<file path="src/rtl/nand_target_responder.sv">
// Single-way SDR NAND target: oversampled pin decode, one page of storage, ID/status/read/program.
// Optional NTR_FAIL_INJECT_EN adds iFailInject to force FAIL on program confirm.
module nand_target_responder #(
   parameter int unsigned PageBytes       = 64,
   parameter logic [39:0] IDBytes         = 40'h2C_64_44_4B_A9,
   parameter int unsigned ReadBusyCycles  = 200,
   parameter int unsigned ProgBusyCycles  = 600,
   parameter int unsigned ResetBusyCycles = 100
) (
   input  logic       iSystemClock,
   input  logic       iModuleReset_n,
   input  logic       I_NAND_CE,
   input  logic       I_NAND_WE,
   input  logic       I_NAND_RE,
   input  logic       I_NAND_ALE,
   input  logic       I_NAND_CLE,
   input  logic       I_NAND_WP,
   input  logic [7:0] iDQFromController,
   output logic [7:0] oDQToController,
   output logic       oDQOutEnable,
   output logic       O_NAND_RB
`ifdef NTR_FAIL_INJECT_EN
   ,
   input  logic       iFailInject
`endif
);

   localparam int unsigned ColW = $clog2(PageBytes);
   typedef logic [ColW-1:0] col_t;
   typedef enum logic [2:0] {IDLE, ADDR, DATA_IN, BUSY, DATA_OUT, ID_OUT, STATUS_OUT} state_t;
   typedef enum logic [1:0] {OP_ID, OP_READ, OP_PROG} op_t;

   // Active-low strobes reset to their idle-high level so release never looks like an edge.
   localparam logic [13:0] SyncRst = 14'h0027;

   logic [13:0] syncA, syncB;
   logic        weQ, reQ;
   logic        ceLow, weS, reS, aleS, cleS, wpS;
   logic [7:0]  dqS;
   logic        weRise, reFall, reRise, cmdStrobe, addrStrobe, dataStrobe;

   state_t      state, afterBusy;
   op_t         op;
   logic        busy, fail, dqEn;
   logic [31:0] busyCnt;
   logic [2:0]  addrCnt, addrNeed, idIdx;
   logic [7:0]  colLo, dqData, idByte;
   col_t        column;
   logic [7:0]  page [PageBytes];

   always_ff @(posedge iSystemClock or negedge iModuleReset_n) begin
      if (!iModuleReset_n) begin
         syncA <= SyncRst;
         syncB <= SyncRst;
         weQ   <= 1'b1;
         reQ   <= 1'b1;
      end else begin
         syncA <= {iDQFromController, I_NAND_WP, I_NAND_CLE, I_NAND_ALE, I_NAND_RE, I_NAND_WE, I_NAND_CE};
         syncB <= syncA;
         weQ   <= syncB[1];
         reQ   <= syncB[2];
      end
   end

   assign ceLow = ~syncB[0];
   assign weS   = syncB[1];
   assign reS   = syncB[2];
   assign aleS  = syncB[3];
   assign cleS  = syncB[4];
   assign wpS   = syncB[5];
   assign dqS   = syncB[13:6];

   assign weRise     = weS & ~weQ & ceLow;
   assign reFall     = ~reS & reQ & ceLow;
   assign reRise     = reS & ~reQ & ceLow;
   assign cmdStrobe  = weRise & cleS & ~aleS;
   assign addrStrobe = weRise & aleS & ~cleS;
   assign dataStrobe = weRise & ~aleS & ~cleS & (state == DATA_IN);

   always_comb begin
      idByte = 8'h00;
      case (idIdx)
         3'd0:    idByte = IDBytes[39:32];
         3'd1:    idByte = IDBytes[31:24];
         3'd2:    idByte = IDBytes[23:16];
         3'd3:    idByte = IDBytes[15:8];
         3'd4:    idByte = IDBytes[7:0];
         default: idByte = 8'h00;
      endcase
   end

   always_ff @(posedge iSystemClock) begin
      if (dataStrobe && wpS) page[column] <= dqS;
   end

   always_ff @(posedge iSystemClock or negedge iModuleReset_n) begin
      if (!iModuleReset_n) begin
         state     <= IDLE;
         afterBusy <= IDLE;
         op        <= OP_ID;
         busy      <= 1'b0;
         busyCnt   <= '0;
         addrCnt   <= '0;
         addrNeed  <= '0;
         idIdx     <= '0;
         colLo     <= '0;
         column    <= '0;
         fail      <= 1'b0;
         dqData    <= '0;
         dqEn      <= 1'b0;
      end else begin
         // The busy timer runs independently of state so a status read cannot stall it.
         if (busy) begin
            if (busyCnt == '0) begin
               busy <= 1'b0;
               if (state == BUSY) state <= afterBusy;
            end else begin
               busyCnt <= busyCnt - 32'd1;
            end
         end

         if (!ceLow) begin
            dqEn <= 1'b0;
            if (state != BUSY && state != IDLE) state <= IDLE;
         end else if (cmdStrobe) begin
            if (dqS == 8'hFF) begin
               state     <= BUSY;
               afterBusy <= IDLE;
               busy      <= 1'b1;
               busyCnt   <= ResetBusyCycles - 1;
               column    <= '0;
               fail      <= 1'b0;
               dqEn      <= 1'b0;
            end else if (dqS == 8'h70) begin
               state <= STATUS_OUT;
            end else if (!busy) begin
               case (dqS)
                  8'h90: begin state <= ADDR; op <= OP_ID;   addrNeed <= 3'd1; addrCnt <= '0; end
                  8'h00: begin state <= ADDR; op <= OP_READ; addrNeed <= 3'd5; addrCnt <= '0; end
                  8'h80: begin state <= ADDR; op <= OP_PROG; addrNeed <= 3'd5; addrCnt <= '0; end
                  8'h30: if (state == ADDR && op == OP_READ) begin
                     state     <= BUSY;
                     afterBusy <= DATA_OUT;
                     busy      <= 1'b1;
                     busyCnt   <= ReadBusyCycles - 1;
                  end
                  8'h10: if (state == DATA_IN) begin
                     state     <= BUSY;
                     afterBusy <= IDLE;
                     busy      <= 1'b1;
                     busyCnt   <= ProgBusyCycles - 1;
`ifdef NTR_FAIL_INJECT_EN
                     fail      <= ~wpS | iFailInject;
`else
                     fail      <= ~wpS;
`endif
                  end
                  default: ;
               endcase
            end
         end else if (addrStrobe && state == ADDR && addrCnt < addrNeed) begin
            addrCnt <= addrCnt + 3'd1;
            if (addrCnt == 3'd0) begin
               colLo  <= dqS;
               column <= col_t'(dqS);
            end else if (addrCnt == 3'd1) begin
               column <= col_t'({dqS, colLo});
            end
            if (addrCnt + 3'd1 == addrNeed) begin
               if (op == OP_ID) begin
                  state <= ID_OUT;
                  idIdx <= '0;
               end else if (op == OP_PROG) begin
                  state <= DATA_IN;
               end
            end
         end else if (dataStrobe) begin
            column <= column + col_t'(1);
         end else if (reFall) begin
            case (state)
               DATA_OUT:   begin dqData <= page[column]; dqEn <= 1'b1; end
               ID_OUT:     begin dqData <= idByte;       dqEn <= 1'b1; end
               STATUS_OUT: begin dqData <= {wpS, ~busy, ~busy, 4'b0000, fail}; dqEn <= 1'b1; end
               default: ;
            endcase
         end else if (reRise) begin
            dqEn <= 1'b0;
            if (state == DATA_OUT) column <= column + col_t'(1);
            if (state == ID_OUT && idIdx < 3'd5) idIdx <= idIdx + 3'd1;
         end
      end
   end

   // Output stage; CE gating uses the synchronized pin directly so release is not delayed by the FSM.
   always_ff @(posedge iSystemClock or negedge iModuleReset_n) begin
      if (!iModuleReset_n) begin
         oDQToController <= 8'h00;
         oDQOutEnable    <= 1'b0;
         O_NAND_RB       <= 1'b1;
      end else begin
         oDQToController <= dqData;
         oDQOutEnable    <= dqEn & ceLow;
         O_NAND_RB       <= ~busy;
      end
   end

endmodule

</file>
<file path="config.mk">
export PLATFORM = sky130hd
export DESIGN_NAME = nand_target_responder
export DESIGN_NICKNAME = d
export VERILOG_FILES = /design/src/rtl/nand_target_responder.sv
export SDC_FILE = /design/constraint.sdc
export NUM_CORES = 1
export LEC_CHECK = 0
export CAP_MARGIN = 10
export CORE_MARGIN = 5
export CORE_UTILIZATION = 35
export DETAILED_ROUTE_END_ITERATION = 12
export PLACE_DENSITY = 0.61
export SYNTH_ARGS = -nofsm -noshare
export SYNTH_HDL_FRONTEND = slang
export SYNTH_SLANG_ARGS = --single-unit
</file>
<file path="constraint.sdc">
create_clock -name iSystemClock -period 4.2 [get_ports iSystemClock]
set_input_delay 0.84 -clock iSystemClock [delete_from_list [all_inputs] [get_ports iSystemClock]]
set_output_delay 0.84 -clock iSystemClock [all_outputs]
set_load 0.05 [all_outputs]
</file>
==> results.md, run 1 <==
Status:
- The flow ran to the end, and the final reports show no timing, DRC or antenna violations.

Global route:
- The via count of the first global-routing pass was about 16000.
- The first global-routing pass estimated 107000 µm of wire.
- The most crowded layer after global routing is met2.
- Global routing used 4.35% of the available met3 tracks.
- The remaining global-route overflow is 0.
- The number of antenna violations at the first check in global routing is 3.
- The met1 global-route usage is 25.1%.
- The total global routing track utilization is approximately 18%.
- The global-route track usage on met2 is 27.8%.
- Entering global routing, the biggest net connects 85 pins.

STA:
- Setup repair after global routing left no endpoint under its margin.
- The relative max-transition margin is 26.9%.
- The maximum achievable frequency is 264 MHz.
- For the final routed database, the setup TNS stands at 0 ns.
- At the pin with the least slew margin, the transition time is about 1.1 ns.
- The number of hold violations in the final report came to 0.
- The number of max-slew violations in the final report is 0.
- For the final database, setup skew stands at between 0.02 and 0.03 ns.
- The worst path needs 3.78 ns of the cycle, external delays included.
- The worst path uses 90.0% of the clock period.
- Setup violations remaining at the end of the flow were counted as 0.

Logic synthesis:
- By area the synthesized netlist is led by edfxtp_1 60%, dfrtp_1 9.6%, mux2i_1 2.8%, mux2_2 2.8%, mux4_2 2.5%.
- Counting instances in the post-synthesis netlist gives the leading cell types as 512 x edfxtp_1, 151 x nor2_1, 98 x dfrtp_1, 72 x mux2i_1, 68 x nand2_1.
- Among all cell types in the netlist, the one instantiated most often is edfxtp_1.
- Among all flip-flop cells after synthesis, the most frequent one is edfxtp_1.
- The number of nets in the synthesized netlist is 1700.
- After synthesis, the share of flip-flops with an asynchronous set or reset is roughly 18%.
- The fraction of synthesized cell area taken by the top area cell type is ~60%.
- The post-synthesis register bit count is 621.
- After synthesis the cells add up to 25600 µm².
- Summed over all instances, the cell type with the most area after synthesis is edfxtp_1.
- In this run, distinct cell masters in the synthesized netlist total 89.
- The synthesized instance count is 1671.
- After synthesis, the mean cell area works out to around 15 µm².
- The number of enable-type register cells in the synthesized netlist is 512.
- The sequential area share after synthesis is a little over two thirds.
- The Yosys warning count is 0.

Floorplanning:
- The x dimension of the die is 280 µm.
- The die is 280 µm tall.
- For this configuration, the core starts out at a cell density of between 30% and 40%.
- The floorplan row count is 99.
- The die outline area is 78600 µm².
- After floorplanning, the core was sized to cover slightly above 70000 µm².
- The number of top-level design ports is 26.

Drt:
- The detail route stage leaves a number of antenna-violating nets equal to 0.
- The detailed router finished its first iteration with 1654 violations.
- In the final routed layout, each cell accounts on average for roughly 26 µm.
- The vias per cell is 5.70.
- The routed layout has roughly 16000 vias.
- The overall routed net length is 72400 µm.
- The first detailed-routing pass took 5 iterations.
- The count of unresolved DRC violations after routing is 0.

Placed design:
- The detailed-placement wirelength estimate is 45100 µm.
- Once placement completed, the tool counted placed cells totaling 2656.
- The count of buffers added on input and output ports is 25.
- The global placer's final weighted congestion is about 0.96.

Setup path:
- In this run the worst path has a maximum fanout of 39.
- STA puts the critical path data required time at 4.65 ns.
- Data on the critical path arrives at its endpoint at ~4.2 ns.
- STA classifies the critical path startpoint as a flip-flop.
- The worst setup path is of the flip-flop to flip-flop kind.
- STA classifies the critical path endpoint as a flip-flop.

Job:
- The number of maximum-capacitance violations is 0.

Clock network:
- The later pin in the worst-skew pair is clocked with a latency of 0.61 ns.
- The clock sink count is 621.
- After clock tree synthesis, the clock-pin slew on the worst setup and hold paths is 0.07 ns.
- The H-tree level count is 3.
- Buffers inserted to repair hold after CTS numbered 0.
- The library cell used as clock root buffer is clkbuf_16.
- The number of buffers inserted during clock tree synthesis is 66.
- The post-CTS resize count is 0.
- The clock passes through at most 3 buffers.
- The TritonCTS clock tree is done.
- The number of buffers inserted by post-CTS setup repair is 0.

Cells and area:
- Leaving out filler cells and counting taps, the final layout contains 2773.
- The repair_antennas step left the layout with diodes totalling 0.
- The growth of design area from synthesis to finish is 14.9%.
- The fill cell instance count of the final layout is 6533.
- The number of nets in the layout is approximately 1800.
- The share of layout cells above drive strength 1 is 18.9%.

Power and ir drop:
- The total power divided by cell area is 484 nW/µm².
- The maximum vdd ir drop is slightly below 0.3 mV.
- For this design the static power due to leakage is 9.96 nW.

Hold path:
- The tightest min-delay check is of the input pin to asynchronous set/reset pin type.
## kinds of logic (layout without fill, tap and decap cells)
group	after synthesis	after routing	synth area share, %
buffers and inverters	115	258	2.08
adders and majority gates	13	13	0.635
and+or+nand+nor	399	399	8.31
AOI/OAI and AO/OA	328	328	9.00
DFF	621	621	70.8
xor gates and xnor gates	31	31	1.11
muxes	164	164	8.09
## metal layers
layer  vias up  routed length [µm]
met3       168                6960
met5         -                  13
met4         2                2460
met2       921               33400
li1       6766                   -
met1      7956               29600
## path summary, 6_finish.rpt
| kind | startpoint | endpoint | slack [ns] | depth (start not counted) |
|---|---|---|---|---|
| min | iModuleReset_n | dqData[4]$_DFFE_PN0P_ | 0.15 | 1 |
| max reg2reg | column[1]$_DFFE_PN0P_ | dqData[1]$_DFFE_PN0P_ | 0.42 | 7 |
| min reg2reg | syncA[12]$_DFF_PN0_ | syncB[12]$_DFF_PN0_ | 0.35 | 0 |
| max in group asynchronous | iModuleReset_n | syncB[7]$_DFF_PN0_ | 3.23 | 2 |
| max | column[1]$_DFFE_PN0P_ | dqData[1]$_DFFE_PN0P_ | 0.42 | 7 |
| min in group iSystemClock | syncA[12]$_DFF_PN0_ | syncB[12]$_DFF_PN0_ | 0.35 | 0 |
## metrics by stage
step	total power, mW	setup WS (ns)	cell area, µm²	hold WS [ns]	util, %
2_1_floorplan	8.06	1.52	25600	0.331	-
3_3_place_gp	8.83	0.700	27400	0.335	37.7
3_5_place_dp	8.84	0.578	27400	0.337	37.7
4_1_cts	14.3	0.565	29400	0.129	40.4
5_1_grt	14.7	0.260	29400	0.157	40.4
6_report	14.2	0.419	29400	0.150	40.4
## worst max-delay path, cell delays in order (launching register included)
cell and delay (ns):
dfrtp_4 0.92, buf_4 0.48, mux2i_1 0.41, o22ai_1 0.15, o21ai_0 0.45, nand4_1 0.17
a2111oi_0 0.85, o31ai_1 0.14
## placed cells by master (no fill, tap or decap), drive strengths merged, types with 7 or more instances in the layout
cell type      netlist  final
nand4b               7      7
mux2                64     64
o2bb2ai              9      9
a31oi               14     14
clkinv               0     28
ha                  13     13
nor3                16     16
a211oi              12     12
nor4                10     10
o22ai               25     25
clkbuf              44     83
nand3b              12     12
inv                 19     23
nor2b               13     13
mux2i               72     72
edfxtp             512    512
a22o                14     14
xor2                27     27
o21ai               52     52
clkdlybuf4s50        0     24
a22oi               34     34
nand2               71     71
nand4               18     18
mux4                28     28
nand3               35     35
and3                 8      8
a221oi              33     33
a21oi               65     65
or4                  7      7
dfstp               11     11
buf                 52     98
dfrtp               98     98
or3                  7      7
nor2               151    151
a221o               12     12
## registers in the layout, summed over array words and instances (netlist names), 2 cells and up
signal	flops
addrCnt	3
syncB	14
dqData	8
colLo	6
oDQToController	8
column	6
syncA	14
idIdx	3
op	2
busyCnt	32
page	512
addrNeed	2
state	3
## final cells by class
class                   count  area, µm²  share of cell area (%)
clock buffers              82       1760                    6.00
clock inverters            34        240                   0.817
inverters                  19       71.3                   0.243
well taps                 959       1200                    4.08
multi-input cells         935       6960                    23.7
flip-flops and latches    621      18100                    61.7
repair buffers            123       1030                    3.51
## report_power, final
group	switching (mW)	internal (mW)
Clock	2.38	3.12
Combinational	1.21	0.694
Sequential	0.137	6.70
Total	3.73	10.5
No activity file was read; power rests on OpenSTA's default activity.
==> run 2, diff against run 1 <==
- CORE_MARGIN: 5 -> 2
==> results.md, run 2 (synthesized netlist as in run 1, its figures left out) <==
Global route:
- The maximum number of pins on one net before global-route repair is 72.
- In the global route stage, overall resource usage came out at between 10% and 20%.
- For this run the aggregate overflow at the end of global routing stands at 0.
- The via count of the first global-routing pass is 15600.
- The number of antenna violations at the first check in global routing is 1.
- The first global-routing pass estimated around 100000 µm of wire.

STA:
- Measured against its own limit, the worst slew margin works out to 18.4%.
- The number of hold violations in the final report came to 0.
- For the final routed database, the setup TNS stands at 0 ns.
- Setup repair after global routing left no endpoint under its margin.
- The worst path needs 3.57 ns of the cycle, external delays included.
- At the pin with the least slew margin, the transition time is ~1.2 ns.
- Based on the critical path, the design can be clocked at up to around 280 MHz.
- Setup violations remaining at the end of the flow were counted as 0.
- Clock skew on the completed layout was measured at 0.0237 ns.
- The number of max-slew violations in the final report is 0.
- The final critical-path share of the clock period is 85.0%.

Drt:
- In this run, the number of DRC markers left after iteration 0 of detailed routing was approximately 1800.
- The detailed router used layers up to and including met5.
- In the routed layout, each cell is associated on average with a via count of 5.75.
- The met2 wire length is 32200 µm.
- Once detail routing completed, the nets flagged for antenna violations numbered 0.
- After detailed routing, the total wire length is 70500 µm.
- The count of unresolved DRC violations after routing is 0.
- In the final routing, the length of wire on met1 measures 29300 µm.
- The detailed route wirelength on metal3 is 6660 µm.
- The routed layout has 15800 vias.
- The iteration count of the initial detailed-routing pass is 6.
- The average wire length per cell after detail routing is 25.6 µm.

Power and ir drop:
- For this design the static power due to leakage is 9.86 nW.
- The maximum vdd ir drop is 0.248 mV.
- In this run the power density over the cells is 489 nW/µm².
- Power comes to 14.3 mW.

Floorplanning:
- The die covers 75300 µm².
- The initial utilization of the core area, before any placement, comes to 35.2%.
- The floorplan step set the die width to 274 µm.
- The number of top-level design ports is 26.
- In this run the vertical extent of the chip is 274 µm.
- The floorplan row count is 99.
- The core region is 72700 µm².

Clock network:
- The clock insertion delay at the later pin of the skew report is 0.61 ns.
- The clock passes through at most 3 buffers.
- The number of gates resized after CTS was 0.
- The H-tree was split into 3 levels.
- TritonCTS created 66 clock buffers.
- Clock-pin slew was measured on the worst setup and hold paths at 0.06 ns.
- The number of buffers inserted by post-CTS setup repair is 0.
- The tree built by TritonCTS fans out to 621 sinks.
- The number of hold buffers added after CTS was 0.
- In this run the clock root is driven by a clkbuf_16.
- The TritonCTS clock tree is done.

Cells and area:
- 0 antenna diodes ended up in the layout.
- The share of layout cells above drive strength 1 is 18.3%.
- The largest registers in the layout are page (512), busyCnt (32).
- The register with the most flip-flops in the final layout is page.
- The register with the most flip-flops in the layout has 512 of them.
- The growth of design area from synthesis to finish is 14.4%.
- The number of nets in the layout is 1775.
- The library cell used most frequently in the layout, excluding fill and tap cells, is edfxtp_1.
- The fill cell instance count of the final layout is about 6500.
- The library cells used most frequently in the layout, excluding fill and tap cells, are 512 x edfxtp_1, 150 x nor2_1, 87 x dfrtp_1.
- The final standard cell utilization of the core is 40.3%.

Setup path:
- At the worst endpoint, the required time is around 4.6 ns.
- The delay contributed by the slowest stage of the critical path is 1.09 ns.
- Together, buffers and inverters on the worst path number 2.
- The type of destination of the critical path is a flip-flop.
- The category of the worst setup path launch point is a flip-flop.
- The kind of critical path is flip-flop to flip-flop.
- Counting stages on the worst path, the most repeated cell is buf_4.
- In this run the worst path has a maximum fanout of 25.
- The largest individual stage delay along the critical path comes from the cell a2111oi_0.
- The top cell family by delay on the critical path is compound AO/OA/AOI/OAI gates.
- Traced cell by cell, the critical path runs through buf_4 -> and2_1 -> buf_4 -> a221oi_1 -> o21ai_0 -> a2111oi_0 -> a21oi_1.
- The critical path data arrival time is 4.01 ns.

Status:
- The flow ran to the end, and the final reports show no timing, DRC or antenna violations.

Hold path:
- The type of the most critical hold path is input pin to asynchronous set/reset pin.

Placed design:
- The count of buffers from port buffering is 25.
- Detailed placement ended at an HPWL of 44200 µm.
- The global placer's final weighted congestion is 0.950.

Job:
- The number of maximum-capacitance violations is 0.
==> run 2: layout make-up <==
class	count	area [µm²]	share of cell area [%]
clock inverter	41	335	1.15
multi-input combinational	935	6960	23.8
timing repair buffer	103	858	2.93
clock buffer	78	1720	5.86
tap	959	1200	4.10
sequential	621	18100	61.9
inverter	19	71.3	0.244
==> run 2: final timing paths <==
kind	startpoint	end	slack [ns]	cells after the start
worst max-delay path	column[0]$_DFFE_PN0P_	dqData[7]$_DFFE_PN0P_	0.63	7
worst min-delay path	iModuleReset_n	oDQToController[3]$_DFF_PN0_	0.31	1
worst max register to register	column[0]$_DFFE_PN0P_	dqData[7]$_DFFE_PN0P_	0.63	7
worst min register to register	syncA[6]$_DFF_PN0_	syncB[6]$_DFF_PN0_	0.35	0
max in group asynchronous	iModuleReset_n	syncB[5]$_DFF_PN1_	2.94	2
min in group iSystemClock	syncA[6]$_DFF_PN0_	syncB[6]$_DFF_PN0_	0.35	0
==> run 2: metrics by stage <==
step	cell area (µm²)	hold WS, ns	instances	setup slack [ns]
after floorplan	25600	0.331	1671	1.52
final	29300	0.313	2756	0.628
after global routing	29300	0.350	2756	0.679
after CTS	29300	0.326	2756	0.840
after global placement	27200	0.340	2637	0.830
after detailed placement	27200	0.337	2637	0.838
==> run 2: power by group <==
| part | switching [mW] | internal (mW) |
|---|---|---|
| logic | 1.23 | 0.697 |
| clock network | 2.41 | 3.19 |
| registers | 0.0961 | 6.70 |
| total | 3.73 | 10.6 |
==> run 2: layer usage <==
layer  track usage [%]  up-vias
met2              29.2      901
met3              4.55      148
met1              25.4     8077
li1                  -     6714
met5                 0        -
met4              6.92        2
==> run 3, diff against run 2 <==
- ABC_AREA: unset -> 1
- CORE_UTILIZATION: 35 -> 45
- PLACE_DENSITY: 0.61 -> 0.72
==> results.md, run 3 <==
Cells and area:
- 0 antenna diodes ended up in the layout.
- The number of non-filler instances in the completed layout is 3634.
- The largest registers in the layout are page (512), busyCnt (32).
- The share of layout cells above drive strength 1 is under 10%.
- The growth of design area from synthesis to finish is 10.6%.
- In the layout the commonest cells are 1358 x nand2_1, 512 x edfxtp_1, 218 x nor2_1.
- Leaving out fill and tap cells, the most frequent cell in the layout is nand2_1.
- The register name with the most flops is page.
- After the last flow step, the layout net total stands at 2829.
- The register with the most flip-flops in the layout has approximately 510 of them.

STA:
- The maximum achievable frequency is 341 MHz.
- On the final layout, the worst clock skew is 0.0288 ns.
- After routing, the total negative slack on setup checks comes to 0 ns.
- Setup violations remaining at the end of the flow were counted as 0.
- The number of hold violations in the final report is 0.
- After layout, the minimum clock period comes to between 2 and 3 ns.
- Setup repair after global routing left no endpoint under its margin.
- At the pin with the least slew margin, the transition time is 0.973 ns.
- After layout, the worst path uses 69.8% of the clock period.
- The final worst hold slack is 0.339 ns.
- The relative max-transition margin is 35.1%.
- The number of max-slew violations in the final report was 0.

Setup path:
- On the critical path the largest part of the delay comes from simple AND/OR/NAND/NOR gates.
- The delay contributed by the slowest stage of the critical path is 0.74 ns.
- STA classifies the critical path startpoint as a flip-flop.
- The worst setup path is captured at a flip-flop.
- The critical path data arrival time is 3.16 ns.
- The number of buffers and inverters on the critical path is 2.
- Walking the worst path, the cells encountered are inv_1 -> nor2_1 -> nand3b_2 -> inv_1 -> nand3_4 -> nor2_8 -> nand4_4 -> nor2_1.
- The cell with the biggest individual delay on the critical path is nor2_1.
- The kind of critical path is flip-flop to flip-flop.
- The launch instance of the worst register-to-register path is syncB[1]$_DFF_PN1_.
- The worst path required time is roughly 4.4 ns.
- The critical path starts at syncB[1]$_DFF_PN1_.
- The largest fanout of any net on the critical path is 8.

Clock network:
- The TritonCTS clock tree is done.
- The number of clock buffers added by TritonCTS is 66.
- The clock sink count is 621.
- Buffers inserted to repair hold after CTS numbered 0.
- The longest clock path from root to sink contains 3 buffers.
- Clock tree synthesis selected as its root buffer the cell clkbuf_16.
- The post-CTS resize count is 0.
- The number of buffers inserted by post-CTS setup repair is 0.
- In this run the number of H-tree levels came out at 3.
- The clock insertion delay at the later pin of the skew report is between 0.6 and 0.7 ns.
- Clock-pin slew was measured on the worst setup and hold paths at 0.06 ns.

Drt:
- The count of nets left with antenna violations once routing finished came out at 0.
- The vias per cell is 5.33.
- The violation count after the first detailed-route iteration is 2145.
- The overall routed net length is 66500 µm.
- The iteration count of the initial detailed-routing pass is 6.
- Detailed routing inserted a total of 19400 vias.
- Dividing the detail-routed wire length by the instance count gives 18.3 µm.
- In the routed design, unresolved DRC markers number 0.

Logic synthesis:
- In the synthesized netlist the dominant register cell turns out to be edfxtp_1.
- The mapped netlist covers 27500 µm².
- The synthesized design spends more area on one cell type than any other, namely edfxtp_1.
- Counting instances in the post-synthesis netlist gives the leading cell types as 1358 x nand2_1, 512 x edfxtp_1, 218 x nor2_1, 108 x o21ai_0, 98 x dfrtp_1.
- The synthesized design contains 512 enable-type register cells.
- In the post-synthesis netlist, the cell with the most instances is nand2_1.
- Ranked by total cell area, the synthesized netlist is headed by edfxtp_1 56%, nand2_1 19%, dfrtp_1 8.9%, nor2_1 3.0%, o21ai_0 2.0%.
- The sequential area share after synthesis is 65.8%.
- The synthesized instance count is 2800.
- The synthesized design devotes to its leading area cell type 55.8% of total area.
- After synthesis, the share of flip-flops with an asynchronous set or reset is ~18%.
- The Yosys warning count is 0.
- The number of library cell types mapped by synthesis is 45.
- The synthesized design contains about 620 register bits.
- The number of nets in the synthesized netlist is around 2800.
- Averaged over all synthesized cells, the footprint is 9.84 µm².

Placed design:
- Including well taps, the total number of placed cells is around 3500.
- After legalization and detailed placement, the total HPWL measured 39400 µm.
- Input and output buffers added on the ports amount to 25.
- The congestion estimate from routability-driven global placement came to 0.923.

Power and ir drop:
- The total leakage power is 12.8 nW.
- Overall power consumption after layout is estimated at roughly 15 mW.
- Of the total power, combinational logic draws 19.1%.
- The switching power is 4.52 mW.
- The maximum vdd ir drop is 0.308 mV.
- The clock group share of total power is a little over a third.
- The internal cell power is between 10 and 15 mW.
- Net switching is 29.9% of the power.
- The total power divided by cell area is 496 nW/µm².
- The sequential group share of total power is 44.7%.

Global route:
- The via count of the first global-routing pass came to 19200.
- Summed over all layers, the global routing overflow is 0.
- Entering global routing, the biggest net connects ~210 pins.
- The number of antenna violations at the first check in global routing came to 0.
- The wire length of the first global-routing pass is about 110000 µm.
- The total global routing track utilization is 21.4%.

Floorplanning:
- The x dimension of the die is 251 µm.
- The number of top-level design ports is 26.
- The core footprint is 60500 µm².
- The die outline area is roughly 63000 µm².
- The floorplan row count is 90.
- Measured along the y axis, the die boundary spans 251 µm.
- For this configuration, the core starts out at a cell density of between 40% and 50%.

Status:
- The run finished with clean final reports.

Hold path:
- The tightest min-delay check is of the input pin to asynchronous set/reset pin type.

Job:
- Max-cap violations in this run came to 0.
-- run 3: worst reg2reg max path, stage by stage (launching register included) --
cell and delay (ns):
dfstp_2 0.52, inv_1 0.04, nor2_1 0.16, nand3b_2 0.13
inv_1 0.14, nand3_4 0.16, nor2_8 0.28, nand4_4 0.37
nor2_1 0.74
-- run 3: metrics by stage --
step	area, µm²	utilization, %	setup slack, ns
2_1_floorplan	27500	-	1.69
3_3_place_gp	28400	47.0	1.34
3_5_place_dp	28400	47.0	1.29
4_1_cts	30500	50.4	1.27
5_1_grt	30500	50.4	1.15
6_report	30500	50.4	1.27
-- run 3: routing by layer --
layer	wire length (µm)	global-route usage (%)	vias to the layer above
met5	0	0	-
met4	2150	7.82	0
met3	5390	4.10	138
met2	31200	34.6	762
met1	27800	29.0	9282
li1	-	-	9201
-- run 3: area by class of cell --
class | count | area, µm²
Fill cell | 5322 | 30000
Clock inverter | 31 | 208
Tap cell | 782 | 978
Timing Repair Buffer | 52 | 500
Sequential cell | 621 | 18100
Multi-Input combinational cell | 1970 | 8480
Clock buffer | 89 | 1810
Inverter | 89 | 347
-- run 3: path summary, 6_finish.rpt --
kind                                                 to  slack [ns]  depth (start not counted)
worst max-delay path               page[8][6]$_DFFE_PP_        1.27                          8
worst min-delay path            addrNeed[2]$_DFFE_PN0P_        0.34                          1
worst max register to register     page[8][6]$_DFFE_PP_        1.27                          8
worst min register to register      syncB[13]$_DFF_PN0_        0.35                          0
max in group asynchronous            syncB[2]$_DFF_PN1_        2.98                          2
min in group iSystemClock           syncB[13]$_DFF_PN0_        0.35                          0
-- run 3: power by group through the flow --
stage | logic, mW | registers, mW | clock network (mW)
2_1_floorplan | 2.04 | 6.90 | 0
3_3_place_gp | 2.80 | 6.88 | 0
3_5_place_dp | 2.83 | 6.89 | 0
4_1_cts | 2.86 | 6.76 | 5.54
5_1_grt | 3.21 | 6.76 | 5.79
6_report | 2.88 | 6.76 | 5.47
-- run 3: cells by family after synthesis --
family / after synthesis / synth area share [%]
AND/OR/NAND/NOR: 1710 / 25.1
flip-flops: 621 / 65.8
AO/OA/AOI/OAI: 215 / 4.05
buffers and inverters: 209 / 3.42
XOR/XNOR: 32 / 1.02
adder cells (fa/ha/maj): 13 / 0.591
